==> src/rtl/btb_branch_predictor.sv <==
// Direct-mapped branch target buffer with per-entry direction counters and a mispredict counter.
// Define BTB_2BIT_COUNTER_EN for 2-bit saturating counters; default is a 1-bit last-outcome counter.
module btb_branch_predictor #(
    parameter int NENTRIES = 16,
    parameter int IDX_BITS = $clog2(NENTRIES),
    parameter int TAG_BITS = 30 - IDX_BITS
) (
    input  logic        CLK,
    input  logic        nRST,
    input  logic [31:0] current_pc,
    output logic        predict_taken,
    output logic [31:0] target_addr,
    input  logic        update_predictor,
    input  logic [31:0] update_addr,
    input  logic [31:0] update_target,
    input  logic        branch_result,
    input  logic        prediction,
    output logic [31:0] mispredict_count
);

`ifdef BTB_2BIT_COUNTER_EN
    localparam int CTR_W = 2;
    localparam logic [CTR_W-1:0] CTR_RST   = 2'b01;
    localparam logic [CTR_W-1:0] CTR_ALLOC = 2'b10;
    localparam logic [CTR_W-1:0] CTR_MAX   = 2'b11;
`else
    localparam int CTR_W = 1;
    localparam logic [CTR_W-1:0] CTR_RST   = 1'b0;
    localparam logic [CTR_W-1:0] CTR_ALLOC = 1'b1;
`endif

    logic                valid_q  [NENTRIES];
    logic                valid_d  [NENTRIES];
    logic [TAG_BITS-1:0] tag_q    [NENTRIES];
    logic [TAG_BITS-1:0] tag_d    [NENTRIES];
    logic [31:0]         target_q [NENTRIES];
    logic [31:0]         target_d [NENTRIES];
    logic [CTR_W-1:0]    ctr_q    [NENTRIES];
    logic [CTR_W-1:0]    ctr_d    [NENTRIES];
    logic [31:0]         mispredict_count_q;
    logic [31:0]         mispredict_count_d;

    logic [IDX_BITS-1:0] ridx;
    logic [TAG_BITS-1:0] rtag;
    logic                rhit;
    logic [IDX_BITS-1:0] uidx;
    logic [TAG_BITS-1:0] utag;
    logic                uhit;
    logic [1:0]          unused_update_addr_lsb;

    assign ridx = current_pc[IDX_BITS+1:2];
    assign rtag = current_pc[31:IDX_BITS+2];
    assign rhit = valid_q[ridx] && (tag_q[ridx] == rtag);

    assign uidx = update_addr[IDX_BITS+1:2];
    assign utag = update_addr[31:IDX_BITS+2];
    assign uhit = valid_q[uidx] && (tag_q[uidx] == utag);
    assign unused_update_addr_lsb = update_addr[1:0];

    // Lookup reads only registered state, so a same-cycle update is not bypassed.
    assign predict_taken    = rhit && ctr_q[ridx][CTR_W-1];
    assign target_addr      = predict_taken ? target_q[ridx] : current_pc + 32'd4;
    assign mispredict_count = mispredict_count_q;

    always_comb begin
        valid_d            = valid_q;
        tag_d              = tag_q;
        target_d           = target_q;
        ctr_d              = ctr_q;
        mispredict_count_d = mispredict_count_q;
        if (update_predictor) begin
            if (prediction != branch_result) begin
                mispredict_count_d = mispredict_count_q + 32'd1;
            end
            if (uhit) begin
`ifdef BTB_2BIT_COUNTER_EN
                if (branch_result && ctr_q[uidx] != CTR_MAX) begin
                    ctr_d[uidx] = ctr_q[uidx] + 2'b01;
                end else if (!branch_result && ctr_q[uidx] != 2'b00) begin
                    ctr_d[uidx] = ctr_q[uidx] - 2'b01;
                end
`else
                ctr_d[uidx] = branch_result;
`endif
                if (branch_result) begin
                    target_d[uidx] = update_target;
                end
            end else if (branch_result) begin
                // Taken branch that misses evicts whatever occupied the slot.
                valid_d[uidx]  = 1'b1;
                tag_d[uidx]    = utag;
                target_d[uidx] = update_target;
                ctr_d[uidx]    = CTR_ALLOC;
            end
        end
    end

    always_ff @(posedge CLK or negedge nRST) begin
        if (!nRST) begin
            for (int i = 0; i < NENTRIES; i++) begin
                valid_q[i]  <= 1'b0;
                tag_q[i]    <= '0;
                target_q[i] <= '0;
                ctr_q[i]    <= CTR_RST;
            end
            mispredict_count_q <= '0;
        end else begin
            valid_q            <= valid_d;
            tag_q              <= tag_d;
            target_q           <= target_d;
            ctr_q              <= ctr_d;
            mispredict_count_q <= mispredict_count_d;
        end
    end

endmodule

==> config.mk <==
export PLATFORM = sky130hd
export DESIGN_NAME = btb_branch_predictor
export DESIGN_NICKNAME = d
export VERILOG_FILES = /design/src/rtl/btb_branch_predictor.sv
export SDC_FILE = /design/constraint.sdc
export NUM_CORES = 2
export LEC_CHECK = 0
export ABC_AREA = 1
export CORE_UTILIZATION = 50
export DETAILED_ROUTE_END_ITERATION = 8
export PLACE_DENSITY = 0.77
export SYNTH_ARGS = -nofsm -noshare
export SYNTH_HDL_FRONTEND = slang
export SYNTH_SLANG_ARGS = --single-unit
==> constraint.sdc <==
create_clock -name CLK -period 7.6 [get_ports CLK]
set_input_delay 1.14 -clock CLK [delete_from_list [all_inputs] [get_ports CLK]]
set_output_delay 1.14 -clock CLK [all_outputs]
set_load 0.005 [all_outputs]
# ---- Word-level counts from Yosys, hierarchy flattened
# Cells that the tools add are included.
dict set report op_classes {
  add_sub_neg 2
  n_lt_le_gt_ge 3
  n_eq_ne 3
  mux 30
  bitwise_logic 5
  n_reduce_logical 9
}
# op count
set op_table {}
lappend op_table {{bitwise mux 512 bit} 1}
lappend op_table {{bitwise mux 416 bit} 1}
lappend op_table {{binary-select mux 26 bit (select 4 bit)} 2}
lappend op_table {{2-to-1 mux 26 bit} 5}
lappend op_table {{binary-select mux 32 bit (select 4 bit)} 1}
lappend op_table {{demux 32 bit (select 4 bit)} 1}
lappend op_table {{2-to-1 mux 32 bit} 4}
lappend op_table {{demux 26 bit (select 4 bit)} 1}
lappend op_table {{equality test 26 bit} 2}
lappend op_table {{adder 32 x 1 -> 32 bit (second input constant)} 1}
lappend op_table {{adder 32 x 3 -> 32 bit (second input constant)} 1}
lappend op_table {{2-to-1 mux 16 bit} 2}
lappend op_table {{OR 16 bit} 2}
lappend op_table {{bitwise mux 16 bit} 1}
lappend op_table {{binary-select mux 1 bit (select 4 bit)} 3}
lappend op_table {{>= comparator 5 bit (second input constant)} 2}
lappend op_table {{inverter 4 -> 5 bit} 2}
lappend op_table {{2-to-1 mux 1 bit} 7}
lappend op_table {{AND reduction 2 bit} 3}
lappend op_table {{less-than comparator 5 x 1 -> 1 bit (second input constant)} 1}
lappend op_table {{demux 1 bit (select 4 bit)} 1}
lappend op_table {{logical AND 1 bit} 4}
lappend op_table {{AND reduction 3 bit} 1}
lappend op_table {{nonzero test 2 bit} 1}
lappend op_table {{2 further kinds} 2}
dict set report totals {
  register_bits 992
  inputBits 101
  output_inout_bits 65
  elab_cells 117
}

# ---- Logic depth before layout (Yosys ltp)
dict set report depth {
  depth_word 8
  mapped_depth 23
}

# ---- Worst setup path before layout
# OpenSTA, ideal clock, no wires.
dict set report synth_path {
  path_kind {input-to-output}
  startpoint {input port current_pc[2]}
  endpoint {output port target_addr[20]}
  arrival_time_ns 3.205
  required_time_ns 6.460
  path_slack_ns 3.255
  cell_stages 21
  path_cell_list {buf_4 inv_2 buf_6 buf_6 buf_2 buf_2 a21oi_1 o21ai_0 nand3_1 nand3_1 nand2_1 nand2_1 nand2_1 nor2_1 nand2_1 nor2_1 nand2_1 buf_2 clkbuf_2 o21ai_1 nand2_1}
}
dict set report synth_between {
  elab_chain_cells 8
  elab_cells_between_ends 18
}
# item line
set synth_rtl {}
lappend synth_rtl {{start: declaration} 10} ;# input logic [31:0] current_pc,
lappend synth_rtl {{inverter 4 -> 5 bit (implied by the code)} {53, 61, 62}}
lappend synth_rtl {{binary-select mux 26 bit (select 4 bit)} 53} ;# assign rhit = valid_q[ridx] && (tag_q[ridx] == rtag);
lappend synth_rtl {{2-to-1 mux 26 bit (implied by the code) (2 in series)} 53}
lappend synth_rtl {{equality test 26 bit} 53}
lappend synth_rtl {{logical AND 1 bit} 53}
lappend synth_rtl {{logical AND 1 bit} 61} ;# assign predict_taken = rhit && ctr_q[ridx][CTR_W-1];
lappend synth_rtl {{2-to-1 mux 32 bit (*)} 62} ;# assign target_addr = predict_taken ? target_q[ridx] : current_pc + 32'd4;
lappend synth_rtl {{end: declaration} 12} ;# output logic [31:0] target_addr,
# Mark *: on every way between the ends. The rest lies on a longest branch, timed or not. The select of a mux whose other input is x is not followed.

# ---- Worst setup path after layout
dict set report layout_path {
  startpoint {input port current_pc[5]}
  endpoint {output port target_addr[5]}
}
# Same word-level chain as after synthesis.

==> results.md <==
* Post-CTS Setup Bufs at 0
* Tot Pwr at 14.9 mW
* Post-Syn Nets at 6,900
* Mapped Area at 0.0505 sq mm
* Largest family of logic cells by synthesized area: simple AND/OR/NAND/NOR gates
* YS warnings at 0
* Vias at 47,522
* Post-synth EDFFs at 0
* Unique masters post-synth at 40
* CP Launch Type: input port
* Cts repair resizes at 0
* Clk sinks at 992
* Wirelength per Cell at 20.5 um
* Synth top cells by count: nand2_1 (2,163), o21ai_0 (1,357), dfrtp_1 (992)
* # hold bufs at CTS at 0
* Drt drc at 0
* Pin count of the biggest net entering global routing at 248
* Reg clk slew, reported paths at 0.06 ns
* Die Wd at 320 um
* Post-synthesis mux area share at 0.0223%
* Status: finished, final reports clean
* Clock period minus worst slack at 6.89 ns
* Post-synth top area cell: dfrtp_1
* Starting DRT DRC Count at 6,863
* CTS buffer count at 104
* WL final at 165 mm
* Avg Synthesized Cell Area at 7.43 sq um
* Met2 Use GR at 49.3%
* Die H at 320 um
* Type of the worst min-delay path: in -> async
* P_leak at 26.5 nW
* Total track usage at 32.1%
* Worst Path Class, Setup: in -> out
* Via-to-Cell Ratio at 5.91
* Synth top area cells: dfrtp_1 (49%), nand2_1 (16%), o21ai_0 (13%)
* Maximum fanout along the worst path at 25
* Final setup viols at 0
* Starting Density at 50.4%
* Async S/R FF share, synth at 100%
* Critical Path, Cell by Cell: clkdlybuf4s50_1, nand2_1, clkinv_2, nand2_1, nand2_1, inv_1, nand2_1, xor2_1, nand2_1, nor2_1, nand3_1, nor2_4, buf_4, nand2_1, o21ai_0, clkdlybuf4s50_1
* H-Tree Depth at 3
* Fin crit share at 90.7%
* Synth top area share at 49.2%
* Antenna-violating nets left at 0
* Peak Freq at 145 MHz
* Tightest Pin Transition at 1.24 ns
* Count of final hold-check violations at 0
* Seq cells post-synth at 992
* Crit end category: output port
* Util after Layout at 56.3%
* Nets at 6,747
* Detailed placement HPWL at 94.9 mm
* Most used routing layer: met2
* CP Buf/Inv Count at 5
* Core ar. at 0.100 sq mm
* CP required at 6.46 ns
* Worst slack, placed at 0.997 ns
* Initial antenna violation count at 7
* Pwr dens at 264 mW/mm^2
* Die Area at 0.102 sq mm
* RSZ-0062 raised after global routing: no
* Mapped Cells at 6,797
* Most used cell, CP: nand2_1
* Worst reg-to-reg setup slack at 3.48 ns
* CTS tree: yes
* Synth Area in Simple Gates at 23.1%
* Rows at 116
* Met3 Use GR at 7.64%
* MaxCap Viol Count at 0
* Clk Latency, worst-skew pair at 0.72 ns
* Worst vdd ir at 0.000205 V
* Layout cells sized above 1 at 5.06%
* Worst path top cell family by delay: buffers and inverters
* Fin Hold WS at 0.451 ns
* Compound-Gate Fraction of Synth Area at 19.8%
* Clock buffer depth at 3
* Routability Congestion at 0.925
* First-pass DRT Iterations at 6
* CP max stage delay at 0.67 ns
* Setup_tns at 0 ns
* First-pass GRT wire length at 257 mm
* Vias in the first global route at 44,736
* Most numerous cell in the Yosys netlist: nand2_1
* Port buffer count at 163
* Max stage delay cell, worst path: clkinv_2
* Xor-xnor portion of the synthesized cell area at 1.13%
* GRT overflow at 0
* Ys flop type: dfrtp_1
* Max_slew headroom at 17.0%
* IO Count at 166
* Setup ws final at 0.708 ns
* Setup Skew at 0.0296 ns
* Post-Synth Adder-Cell Area at 0.0496%
* Critical Path AT at 5.75 ns
* Register area share after synthesis at 49.2%
* Max-slew violations at 0
* Area delta synth->final at 11.7%
* Met1 Use GR at 43.2%
* Root Buffer: clkbuf_16
through the flow:
stage                     instances  cell area, sq um
final                          8035             56400
after global routing           8035             56400
after CTS                      8032             56400
after detailed placement       7836             52600
after global placement         7836             52600
after floorplan                6797             50500
state kept, by name (all words and copies together) (netlist names):
register and flops:
ctr_q 16, tag_q 416, valid_q 16, mispredict_count 32, target_q 512
power breakdown:
part	leakage (nW)	switching, mW	internal (mW)
logic	11.8	1.57	0.942
clock network	1.84	2.27	3.30
registers	12.8	0.587	6.24
total	26.5	4.43	10.5
metal layers:
metal	up-vias	wire (um)
met3	465	20100
met4	8	7350
met2	2634	72800
li1	21940	-
met1	22475	64400
met5	-	41
cells in the final DEF (no fill, tap or decap), drive strengths merged, types with 15 or more instances in the layout:
master / instances
xor2: 51
clkinv: 29
buf: 101
nand4: 16
o211ai: 39
clkbuf: 152
o21ai: 1587
inv: 323
clkdlybuf4s50: 157
o22ai: 87
bufinv: 15
o221ai: 51
dfrtp: 992
nor2: 505
nand2: 2173
nor3: 33
nand3: 225
a21oi: 145
worst register-to-register path: cells and delay by family (launching register included):
| family | cells | cell delay, ns |
|---|---|---|
| buffers and inverters | 2 | 0.58 |
| DFF | 1 | 0.36 |
| and+or+nand+nor | 10 | 2.66 |
| AOI/OAI and AO/OA | 2 | 0.38 |
cell type report:
cell class	count	area, sq um
tap	1298	1620
inverter	326	1240
fill	9153	43800
clock inverter	46	734
timing repair buffer	260	2600
sequential	992	24800
clock buffer	150	3040
antenna	3	7.51
multi-input combinational	4960	22300
cell families after synthesis:
group           Yosys count
simple gates           2977
compound gates         1915
flops                   992
buf+inv                 845
xor+xnor                 65
fa+ha+maj                 2
mux                       1
final timing paths:
kind / cells past startpoint / startpoint / endpoint
hold / removal: 1 / nRST / tag_q[196]
setup / recovery: 16 / current_pc[5] / target_addr[5]
max in group asynchronous: 2 / nRST / mispredict_count[28]
min in group CLK: 2 / ctr_q[0] / ctr_q[0]
hold reg to reg: 2 / ctr_q[0] / ctr_q[0]
setup reg to reg: 14 / valid_q[11] / tag_q[405]
(Power assumes the default switching activity.)
